## config.mk

```make
export PLATFORM = sky130hd
export DESIGN_NAME = fermat_reduce_pipe
export DESIGN_NICKNAME = d
export VERILOG_FILES = /design/src/rtl/fermat_pkg.sv /design/src/rtl/fermat_fold.sv /design/src/rtl/fermat_reduce_pipe.sv
export SDC_FILE = /design/constraint.sdc
export NUM_CORES = 1
export LEC_CHECK = 0
export ABC_AREA = 1
export CORE_ASPECT_RATIO = 1.2
export CORE_MARGIN = 8
export CORE_UTILIZATION = 30
export CTS_CLUSTER_SIZE = 20
export DETAILED_ROUTE_END_ITERATION = 10
export SLEW_MARGIN = 20
export SYNTH_ARGS = -nofsm -noshare
export SYNTH_HDL_FRONTEND = slang
export SYNTH_SLANG_ARGS = --single-unit
```

## constraint.sdc

```tcl
create_clock -name clk -period 10.94 [get_ports clk]
set_input_delay 2.188 -clock clk [delete_from_list [all_inputs] [get_ports clk]]
set_output_delay 2.188 -clock clk [all_outputs]
set_load 0.02 [all_outputs]
```

## src/rtl/fermat_pkg.sv

```systemverilog
// rtl/fermat_pkg.sv - shared helpers for the Fermat-modulus reduction pipeline
package fermat_pkg;

    // Modulus 2^n + 1 for a given exponent
    function automatic int modulus(input int n);
        return (1 << n) + 1;
    endfunction

    // Signed residue width: covers [-(2^n-1), 2^(n+1)-1]
    function automatic int res_width(input int n);
        return n + 2;
    endfunction

    // LSB index of a lane inside a packed multi-lane bus
    function automatic int lane_lo(input int lane, input int w);
        return lane * w;
    endfunction

endpackage

```

## src/rtl/fermat_fold.sv

```systemverilog
// rtl/fermat_fold.sv - one fold step: x = H*2^N + L  ->  L - H
module fermat_fold
    import fermat_pkg::*;
#(
    parameter int N    = 8,
    parameter int W_IN = 2 * N + 1
) (
    input  logic signed [W_IN-1:0]         x,
    output logic signed [res_width(N)-1:0] y
);

    localparam int RW = res_width(N);
    localparam int HW = W_IN - N;

    logic signed [HW-1:0] hi;
    logic signed [RW-1:0] lo_ext;
    logic signed [RW-1:0] hi_ext;

    // Low part is unsigned, high part carries the sign of x
    assign hi     = x[W_IN-1:N];
    assign lo_ext = {2'b00, x[N-1:0]};
    assign hi_ext = {{(RW - HW){hi[HW-1]}}, hi};
    assign y      = lo_ext - hi_ext;

endmodule

```

## src/rtl/fermat_reduce_pipe.sv

```systemverilog
// rtl/fermat_reduce_pipe.sv - 3-stage multi-lane reduction modulo 2^N+1
module fermat_reduce_pipe
    import fermat_pkg::*;
#(
    parameter int N     = 8,
    parameter int LANES = 4,
    parameter int IN_W  = 2 * N + 1
) (
    input  logic                      clk,
    input  logic                      rst,
    input  logic                      in_valid,
    output logic                      in_ready,
    input  logic                      in_lazy,
    input  logic [LANES*IN_W-1:0]     in_data,
    output logic                      out_valid,
    input  logic                      out_ready,
    output logic [LANES*(N+2)-1:0]    out_data,
    output logic                      out_lazy
);

    localparam int RW = res_width(N);
    localparam logic signed [RW-1:0] MOD = RW'(modulus(N));

    logic                  en;
    logic                  v1;
    logic                  v2;
    logic                  lazy1;
    logic                  lazy2;
    logic [LANES*RW-1:0]   d1_next;
    logic [LANES*RW-1:0]   s1_q;
    logic [LANES*RW-1:0]   fold2;
    logic [LANES*RW-1:0]   s2_next;
    logic [LANES*RW-1:0]   s2_q;
    logic [LANES*RW-1:0]   s3_next;

    // Whole pipe moves together; it only stops when the output is held
    assign en       = ~out_valid | out_ready;
    assign in_ready = en;

    for (genvar g = 0; g < LANES; g++) begin : g_lane
        localparam int IL = lane_lo(g, IN_W);
        localparam int RL = lane_lo(g, RW);

        logic signed [RW-1:0] d2;

        fermat_fold #(.N(N), .W_IN(IN_W)) u_fold1 (
            .x (in_data[IL +: IN_W]),
            .y (d1_next[RL +: RW])
        );

        fermat_fold #(.N(N), .W_IN(RW)) u_fold2 (
            .x (s1_q[RL +: RW]),
            .y (fold2[RL +: RW])
        );

        // Lazy beats keep the single-fold value; canonical beats refold
        assign s2_next[RL +: RW] = lazy1 ? s1_q[RL +: RW] : fold2[RL +: RW];

        // Only -1 can be negative after the refold; lift it into [0, 2^N]
        assign d2                = s2_q[RL +: RW];
        assign s3_next[RL +: RW] = (!lazy2 && d2[RW-1]) ? d2 + MOD : d2;
    end

    // Stage registers S1 fold, S2 refold, S3 correct/output
    always_ff @(posedge clk or posedge rst) begin
        if (rst) begin
            v1        <= 1'b0;
            v2        <= 1'b0;
            lazy1     <= 1'b0;
            lazy2     <= 1'b0;
            s1_q      <= '0;
            s2_q      <= '0;
            out_valid <= 1'b0;
            out_lazy  <= 1'b0;
            out_data  <= '0;
        end else if (en) begin
            v1        <= in_valid;
            lazy1     <= in_lazy;
            s1_q      <= d1_next;
            v2        <= v1;
            lazy2     <= lazy1;
            s2_q      <= s2_next;
            out_valid <= v2;
            out_lazy  <= lazy2;
            out_data  <= s3_next;
        end
    end

endmodule

```

==> results of run 1 <==
[final timing paths]
path | start | endpoint | depth (start not counted)
hold / removal | v2$_DFFE_PP0P_ | out_valid$_DFFE_PP0P_ | 1
setup / recovery | out_ready | in_ready | 4
hold reg to reg | v2$_DFFE_PP0P_ | out_valid$_DFFE_PP0P_ | 1
max in group asynchronous | rst | out_data[20]$_DFFE_PP0P_ | 3
min in group asynchronous | rst | out_data[12]$_DFFE_PP0P_ | 2
setup reg to reg | out_valid$_DFFE_PP0P_ | s2_q[11]$_DFFE_PP0P_ | 6
[cell families after synthesis]
group                      after synthesis
buffers and inverters                  233
DFF                                    126
AOI/OAI and AO/OA                      211
and+or+nand+nor                        550
adders and majority gates               80
xor gates and xnor gates                25
[report_power, final]
part           internal (uW)  switching [uW]
Clock                    398             209
Sequential               672             177
Combinational            541             810
[synth_stat cells, types with 8 or more instances]
cell,instances
xor2_1,20
fa_1,8
clkbuf_1,8
nor2_1,77
inv_1,199
ha_1,72
o21bai_1,21
nand3_1,105
a31oi_1,12
o21ai_0,83
buf_2,20
dfrtp_1,126
a21oi_1,54
nor3_1,11
nand2_1,332
o22ai_1,23
nand4_1,10
[flip-flops by register name, indices dropped and copies added (netlist names)]
signal     cells
s2_q          40
lazy2          1
out_lazy       1
out_data      40
v1             1
lazy1          1
s1_q          40
out_valid      1
v2             1
[final cells by class]
cell class | instances | area [sq um] | share of cell area
clock buffer | 21 | 470 | 0.0428
sequential | 126 | 3150 | 0.287
tap | 390 | 488 | 0.0444
inverter | 204 | 769 | 0.0700
multi-input combinational | 866 | 4770 | 0.434
clock inverter | 10 | 161 | 0.0147
timing repair buffer | 119 | 1180 | 0.107
[metal layers]
metal / part of all wire / global-route usage
met1: 0.44 / 0.150
met2: 0.49 / 0.234
met3: 0.037 / 0.0270
met4: 0.028 / 0.0538
met5: 0 / 0
[critical path, cell delays in order]
cell and delay (ns):
clkdlybuf4s50_1 0.44, nor2_4 0.55, clkinv_2 0.68, clkdlybuf4s50_1 0.72
[stage by stage]
| stage | setup slack, ns | total power [uW] | util | instances | cell area (sq um) |
|---|---|---|---|---|---|
| after floorplan | 5.40 | 1760 | - | 1225 | 8830 |
| after global routing | 3.98 | 3060 | 0.376 | 1736 | 11000 |
| after CTS | 4.09 | 2840 | 0.376 | 1736 | 11000 |
| after global placement | 4.12 | 2190 | 0.354 | 1705 | 10400 |
| final | 4.14 | 2810 | 0.376 | 1736 | 11000 |
| after detailed placement | 4.09 | 2210 | 0.354 | 1705 | 10400 |
==> results.py, run 1 <==
metrics = {
    "setup_path": {
        "cp-start-kind": "input pin",
        "critical_path_arrival_ns": 4.61,
        "crit_fanout": 41,
        "crit_required_ns": 8.75,
        "cp-end-kind": "output pin",
        "path_class": "in -> out",
        "rrSetupSlack_ns": 7.86,
    },
    "global_routing": {
        "grt_start_max_net_pins": 90,
        "grt-ovfl-total": 0,
        "grt_pass1_vias": 8121,
        "grt_use_total": 0.131,
        "grt_pass1_wl_mm": 38.3,
        "grt_antenna_before_repair": 0,
    },
    "hold_path": {
        "hp-class": "reg -> reg",
    },
    "run_status": {
        "status": "complete, no violations",
    },
    "cts": {
        "cts-root-buf": "clkbuf_16",
        "clk_pin_slew_ns": 0.06,
        "worstSkewPairLatency_ns": 0.42,
        "numClockSinks": 126,
        "tritoncts": "built",
        "clk_path_buf_depth": 2,
        "htreeDepth": 4,
        "ctsHoldBuffers": 0,
        "cts_resized": 0,
        "postCtsSetupRepairBufs": 0,
        "cts_buffers": 17,
    },
    "yosys": {
        "synth_top_family_by_area": "simple AND/OR/NAND/NOR gates",
        "synth_compound_area_frac": 0.136,
        "syn_area_per_cell_sq_um": 7.21,
        "ys.flop_type": "dfrtp_1",
        "syn_area_sq_um": 8830,
        "synth_top_cell_area_share": 0.357,
        "synth.area.top_cells": "dfrtp_1 36%, nand2_1 14%, ha_1 10%",
        "syn_inst": 1225,
        "synthSimpleGateAreaFrac": 0.260,
        "seq_area_frac_synth": 0.357,
        "ys_types": 33,
        "synth_fa_ha_area_frac": 0.120,
        "ys_ff_latch": 126,
        "async_flop_share": 1.00,
        "synthMuxAreaShare": 0,
        "synth-edff-count": 0,
        "synth_top_area_cell": "dfrtp_1",
        "synthXorXnorAreaFrac": 0.0248,
        "ys.warnings.count": 0,
        "syn-num-nets": 1378,
    },
    "layout": {
        "final_common_cell": "nand2_1",
        "fill_cells": 3058,
        "n_antenna_cell": 0,
        "drive_gt1_frac": 0.0386,
        "final_net_count": 1487,
        "area_delta_synth_final_pct": 24.6,
        "most-common-layout-cells": "332 x nand2_1, 198 x inv_1, 126 x dfrtp_1",
    },
    "die": {
        "top_level_ports": 116,
        "design.core.area_sq_um": 29300,
        "initial_core_util": 0.302,
        "dieHeight_um": 204,
        "die_w_um": 173,
        "die_area_sq_um": 35200,
        "core.rowCount": 69,
    },
    "sta": {
        "slew_viol_final": 0,
        "min_period_ns": 6.80,
        "whs_ns": 0.472,
        "hold_viol": 0,
        "relSlewSlack": 0.375,
        "fin_crit_sh": 0.622,
        "clock_skew_ns": 0.00620,
        "final.setup.tns_ns": 0,
        "rsz0062_at_grt": "false",
        "max_freq_ghz": 0.147,
        "max_slew.worst_pin.slew_ns": 0.938,
        "finalSetupViolCount": 0,
    },
    "detailed_routing": {
        "drtIter0Drc": 347,
        "ant_nets": 0,
        "vias": 8047,
        "routedWlPerCell_um": 13.1,
        "drtPass1Iterations": 5,
        "vias_per_cell": 4.64,
        "drc": 0,
        "routed_wl_mm": 22.7,
    },
    "pwr": {
        "vdd_ir_drop_max_uv": 123,
        "power_density_nw_per_um2": 255,
        "cellLeakagePower_uw": 0.00550,
    },
    "placement": {
        "finalWeightedCongestion": 0.881,
        "hpwl_mm": 17.0,
        "portBuffers": 115,
    },
    "flow_run": {
        "max_cap_viol_count": 0,
    },
}
Note: power is estimated with default switching activity, not from simulation.
==> inputs of run 2 (changes only) <==
clock period = 5.8 ns   (was 10.94 ns; I/O delays follow)
==> run 2 against run 1 <==
Net effect: wire length grew 1.2%; non-clock buffer count is the same; largest cell class unchanged; clock skew grew 0.0036 ns; combinational power grew 89%; sequential power grew 91%; critical path depth is the same; global-route usage grew 0.21 points; first-iteration DRC count grew 37%.
==> results.py, run 2 (synthesis gave the netlist of run 1 again) <==
metrics = {
    "cts": {
        "clk_pin_slew_ns": 0.06,
        "worstSkewPairLatency_ns": 0.42,
        "clk_path_buf_depth": 2,
        "numClockSinks": 126,
        "htreeDepth": 4,
        "postCtsSetupRepairBufs": 0,
        "cts_resized": 0,
        "cts_buffers": 17,
        "cts-root-buf": "clkbuf_16",
        "ctsHoldBuffers": 0,
        "tritoncts": "built",
    },
    "setup_path": {
        "path_class": "in -> out",
        "crit_fanout": 2,
        "critical_path_arrival_ns": 2.53,
        "crit_required_ns": 4.64,
        "cp-end-kind": "output pin",
        "cp-start-kind": "input pin",
    },
    "run_status": {
        "status": "complete, no violations",
    },
    "sta": {
        "relSlewSlack": 0.446,
        "clock_skew_ns": 0.00978,
        "fin_crit_sh": 0.636,
        "max_freq_ghz": 0.271,
        "whs_ns": 0.466,
        "max_slew.worst_pin.slew_ns": 0.831,
        "finalSetupViolCount": 0,
        "final.setup.tns_ns": 0,
        "slew_viol_final": 0,
        "hold_viol": 0,
        "min_period_ns": 3.69,
        "rsz0062_at_grt": "false",
    },
    "global_routing": {
        "grt-ovfl-total": 0,
        "grt_start_max_net_pins": 113,
        "grt_use_total": 0.133,
        "grt_pass1_vias": 8196,
        "grt_antenna_before_repair": 0,
        "grt_pass1_wl_mm": 39.0,
    },
    "layout": {
        "final_net_count": 1487,
        "reg_top3": "out_data: 40 flops, s1_q: 40 flops, s2_q: 40 flops",
        "final_common_cell": "nand2_1",
        "drive_gt1_frac": 0.0365,
        "n_antenna_cell": 0,
        "most-common-layout-cells": "332 x nand2_1, 198 x inv_1, 126 x dfrtp_1",
        "area_delta_synth_final_pct": 24.7,
    },
    "pwr": {
        "cellLeakagePower_uw": 0.00551,
        "p_seq_frac": 0.305,
        "swShare": 0.425,
        "vdd_ir_drop_max_uv": 270,
        "comb_power_share": 0.482,
        "power_frac_clock": 0.213,
        "intPower_uw": 3050,
        "power_density_nw_per_um2": 482,
        "switchingPower_uw": 2250,
    },
    "hold_path": {
        "hp-class": "reg -> reg",
    },
    "placement": {
        "finalWeightedCongestion": 0.876,
        "portBuffers": 115,
        "hpwl_mm": 17.4,
    },
    "die": {
        "die_area_sq_um": 35200,
        "design.core.area_sq_um": 29300,
        "core.rowCount": 69,
        "die_w_um": 173,
        "initial_core_util": 0.302,
        "top_level_ports": 116,
        "dieHeight_um": 204,
    },
    "detailed_routing": {
        "routedWlPerCell_um": 13.3,
        "drc": 0,
        "routed_wl_mm": 23.0,
        "drtIter0Drc": 476,
        "drtPass1Iterations": 7,
        "vias": 8065,
        "ant_nets": 0,
        "vias_per_cell": 4.65,
    },
    "flow_run": {
        "max_cap_viol_count": 0,
    },
}
## run 2: worst paths after layout
path / start / to / slack [ns] / cells after the start
max in group asynchronous: rst / s1_q[34]$_DFFE_PP0P_ / 3.73 / 3
min in group asynchronous: rst / s1_q[14]$_DFFE_PP0P_ / 1.25 / 2
setup reg to reg: out_valid$_DFFE_PP0P_ / s2_q[34]$_DFFE_PP0P_ / 3.42 / 8
setup / recovery: out_ready / in_ready / 2.11 / 4
hold / removal: v2$_DFFE_PP0P_ / out_valid$_DFFE_PP0P_ / 0.47 / 1
hold reg to reg: v2$_DFFE_PP0P_ / out_valid$_DFFE_PP0P_ / 0.47 / 1
## run 2: per-stage QoR
stage          instance area (sq um)  power (uW)   util  std cells  worst slack, ns
6_report                       11000        5300  0.376       1734             2.11
3_3_place_gp                   10400        4160  0.355       1705             1.94
4_1_cts                        11000        5360  0.376       1734             2.10
5_1_grt                        11000        5780  0.376       1734             2.09
2_1_floorplan                   8830        3310      -       1225             1.28
3_5_place_dp                   10400        4200  0.355       1705             1.87
## run 2: cell type report
class                      count  area [sq um]
clock buffer                  23           488
clock inverter                 6           133
fill                        3074         18300
inverter                     204           769
multi-input combinational    866          4780
sequential                   126          3150
tap                          390           488
timing repair buffer         119          1200
## run 2: power by group through the flow
stage | sequential (uW) | clock (uW) | combinational [uW]
after floorplan | 1700 | 0 | 1620
after global placement | 1620 | 0 | 2530
after detailed placement | 1630 | 0 | 2570
after CTS | 1620 | 1150 | 2590
after global routing | 1680 | 1190 | 2910
final | 1620 | 1130 | 2550
## run 2: routing by layer
metal,part of all wire,up-vias,GRT usage
li1,-,4196,-
met1,0.44,3705,0.153
met2,0.50,132,0.240
met3,0.034,32,0.0261
met4,0.025,0,0.0519
met5,0,-,0
## run 2: critical path, stage by stage
cell             delay [ns]
clkdlybuf4s50_1        0.50
nor2_4                 0.06
clkinv_2               0.05
clkdlybuf4s50_1        0.75
==> inputs of run 3 (changes only) <==
clock period = 3.5 ns   (was 5.8 ns; I/O delays follow)
==> run 3 against run 2 <==
Net effect: highest routed layer unchanged; clock skew grew 0.0028 ns; critical endpoint unchanged; global-route usage shrank 0.17 points; sequential share of layout area is essentially flat; first-iteration DRC count grew 5.9%; clock power grew 58%; via count up 0.17%; count of clock-buffer cells in the layout is 1 lower; wire length decreased by 0.43%; final area about the same; register-to-register slack got worse by 2.1 ns.
==> results.py, run 3 (synthesis gave the netlist of run 1 again) <==
metrics = {
    "detailed_routing": {
        "ant_nets": 0,
        "drc": 0,
        "routedWlPerCell_um": 13.2,
        "vias": 8079,
        "drtIter0Drc": 504,
        "vias_per_cell": 4.64,
        "routed_wl_mm": 22.9,
        "drtPass1Iterations": 4,
    },
    "cts": {
        "postCtsSetupRepairBufs": 0,
        "cts-root-buf": "clkbuf_16",
        "cts_buffers": 17,
        "tritoncts": "built",
        "ctsHoldBuffers": 0,
        "worstSkewPairLatency_ns": 0.42,
        "numClockSinks": 126,
        "clk_pin_slew_ns": 0.06,
        "htreeDepth": 4,
        "cts_resized": 0,
        "clk_path_buf_depth": 2,
    },
    "sta": {
        "finalSetupViolCount": 0,
        "final.setup.tns_ns": 0,
        "fin_crit_sh": 0.781,
        "max_slew.worst_pin.slew_ns": 0.730,
        "rsz0062_at_grt": "false",
        "whs_ns": 0.472,
        "hold_viol": 0,
        "relSlewSlack": 0.513,
        "slew_viol_final": 0,
        "min_period_ns": 2.73,
        "clock_skew_ns": 0.0125,
        "max_freq_ghz": 0.366,
    },
    "setup_path": {
        "critical_path_arrival_ns": 2.03,
        "cp-end-kind": "output pin",
        "crit_chain": "clkdlybuf4s50_1, nor2_4, clkinv_2, clkdlybuf4s50_1",
        "critPathMaxStageDelay_ns": 0.72,
        "crit_path_frequent_cell": "clkdlybuf4s50_1",
        "slowest_stage": "clkdlybuf4s50_1",
        "path_class": "in -> out",
        "crit_fanout": 3,
        "cp-start-kind": "input pin",
        "rr_worst_depth": 4,
        "crit_required_ns": 2.80,
    },
    "pwr": {
        "power_density_nw_per_um2": 791,
        "intPower_uw": 4930,
        "switchingPower_uw": 3780,
        "swShare": 0.434,
        "comb_power_share": 0.486,
        "cellLeakagePower_uw": 0.00552,
        "vdd_ir_drop_max_uv": 371,
        "power_frac_clock": 0.206,
        "p_seq_frac": 0.309,
    },
    "layout": {
        "final_net_count": 1491,
        "drive_gt1_frac": 0.0422,
        "final_common_cell": "nand2_1",
        "fill_cells": 3071,
        "area_delta_synth_final_pct": 24.6,
        "design_area_sq_um": 11000,
        "layoutNonFillerInstCount": 1741,
        "multi_input_area_sq_um": 4770,
        "reg_top3": "out_data: 40 flops, s1_q: 40 flops, s2_q: 40 flops",
        "regArea_sq_um": 3150,
        "fin_util": 0.376,
        "n_antenna_cell": 0,
        "most-common-layout-cells": "332 x nand2_1, 198 x inv_1, 126 x dfrtp_1",
    },
    "flow_run": {
        "max_cap_viol_count": 0,
    },
    "die": {
        "design.core.area_sq_um": 29300,
        "core.rowCount": 69,
        "initial_core_util": 0.302,
        "dieHeight_um": 204,
        "top_level_ports": 116,
        "die_w_um": 173,
        "die_area_sq_um": 35200,
    },
    "hold_path": {
        "hp-class": "reg -> reg",
        "hold_depth": 1,
    },
    "placement": {
        "hpwl_mm": 17.2,
        "place_area_sq_um": 10400,
        "dp.cells": 1709,
        "finalWeightedCongestion": 0.865,
        "portBuffers": 115,
    },
    "global_routing": {
        "grt-ovfl-total": 0,
        "grt_pass1_wl_mm": 38.5,
        "grt_pass1_vias": 8065,
        "grt_use_total": 0.131,
        "grt_antenna_before_repair": 0,
        "grt_start_max_net_pins": 127,
    },
    "run_status": {
        "status": "complete, no violations",
    },
}
## run 3: stage by stage
step / power, uW / setup slack [ns]
2_1_floorplan: 5490 / 1.25
3_3_place_gp: 6900 / 0.670
3_5_place_dp: 6960 / 0.680
4_1_cts: 8800 / 0.708
5_1_grt: 9490 / 0.709
6_report: 8700 / 0.767
## run 3: final cells by class
cell class	instances	area share
Clock buffer	22	0.0440
Clock inverter	10	0.0100
Tap cell	390	0.0443
Multi-Input combinational cell	866	0.434
Timing Repair Buffer	123	0.111
Inverter	204	0.0700
Sequential cell	126	0.287
## run 3: worst max-delay path: cells and delay by family
| kind | cells | cell delay [ns] |
|---|---|---|
| buffers and inverters | 3 | 1.27 |
| and+or+nand+nor | 1 | 0.05 |
## run 3: power groups by stage
stage | combinational (uW) | clock, uW | sequential [uW]
finish | 4230 | 1790 | 2690
global route | 4820 | 1880 | 2780
CTS | 4280 | 1820 | 2700
detailed placement | 4250 | 0 | 2720
global placement | 4180 | 0 | 2710
floorplan | 2680 | 0 | 2810
## run 3: per-layer routing
layer	routed length (um)	vias up	track usage
li1	-	4192	-
met5	0	-	0
met3	683	27	0.0227
met2	11400	133	0.232
met1	10400	3727	0.159
met4	403	0	0.0442
## run 3: final timing paths
check                                   from                    end  slack (ns)
max reg2reg                lazy1$_DFFE_PP0P_   s2_q[38]$_DFFE_PP0P_        1.32
max in group asynchronous                rst    s2_q[3]$_DFFE_PP0P_        2.13
max                                out_ready               in_ready        0.77
min in group asynchronous                rst   s1_q[16]$_DFFE_PP0P_        0.82
min reg2reg                   v2$_DFFE_PP0P_  out_valid$_DFFE_PP0P_        0.47
min                           v2$_DFFE_PP0P_  out_valid$_DFFE_PP0P_        0.47
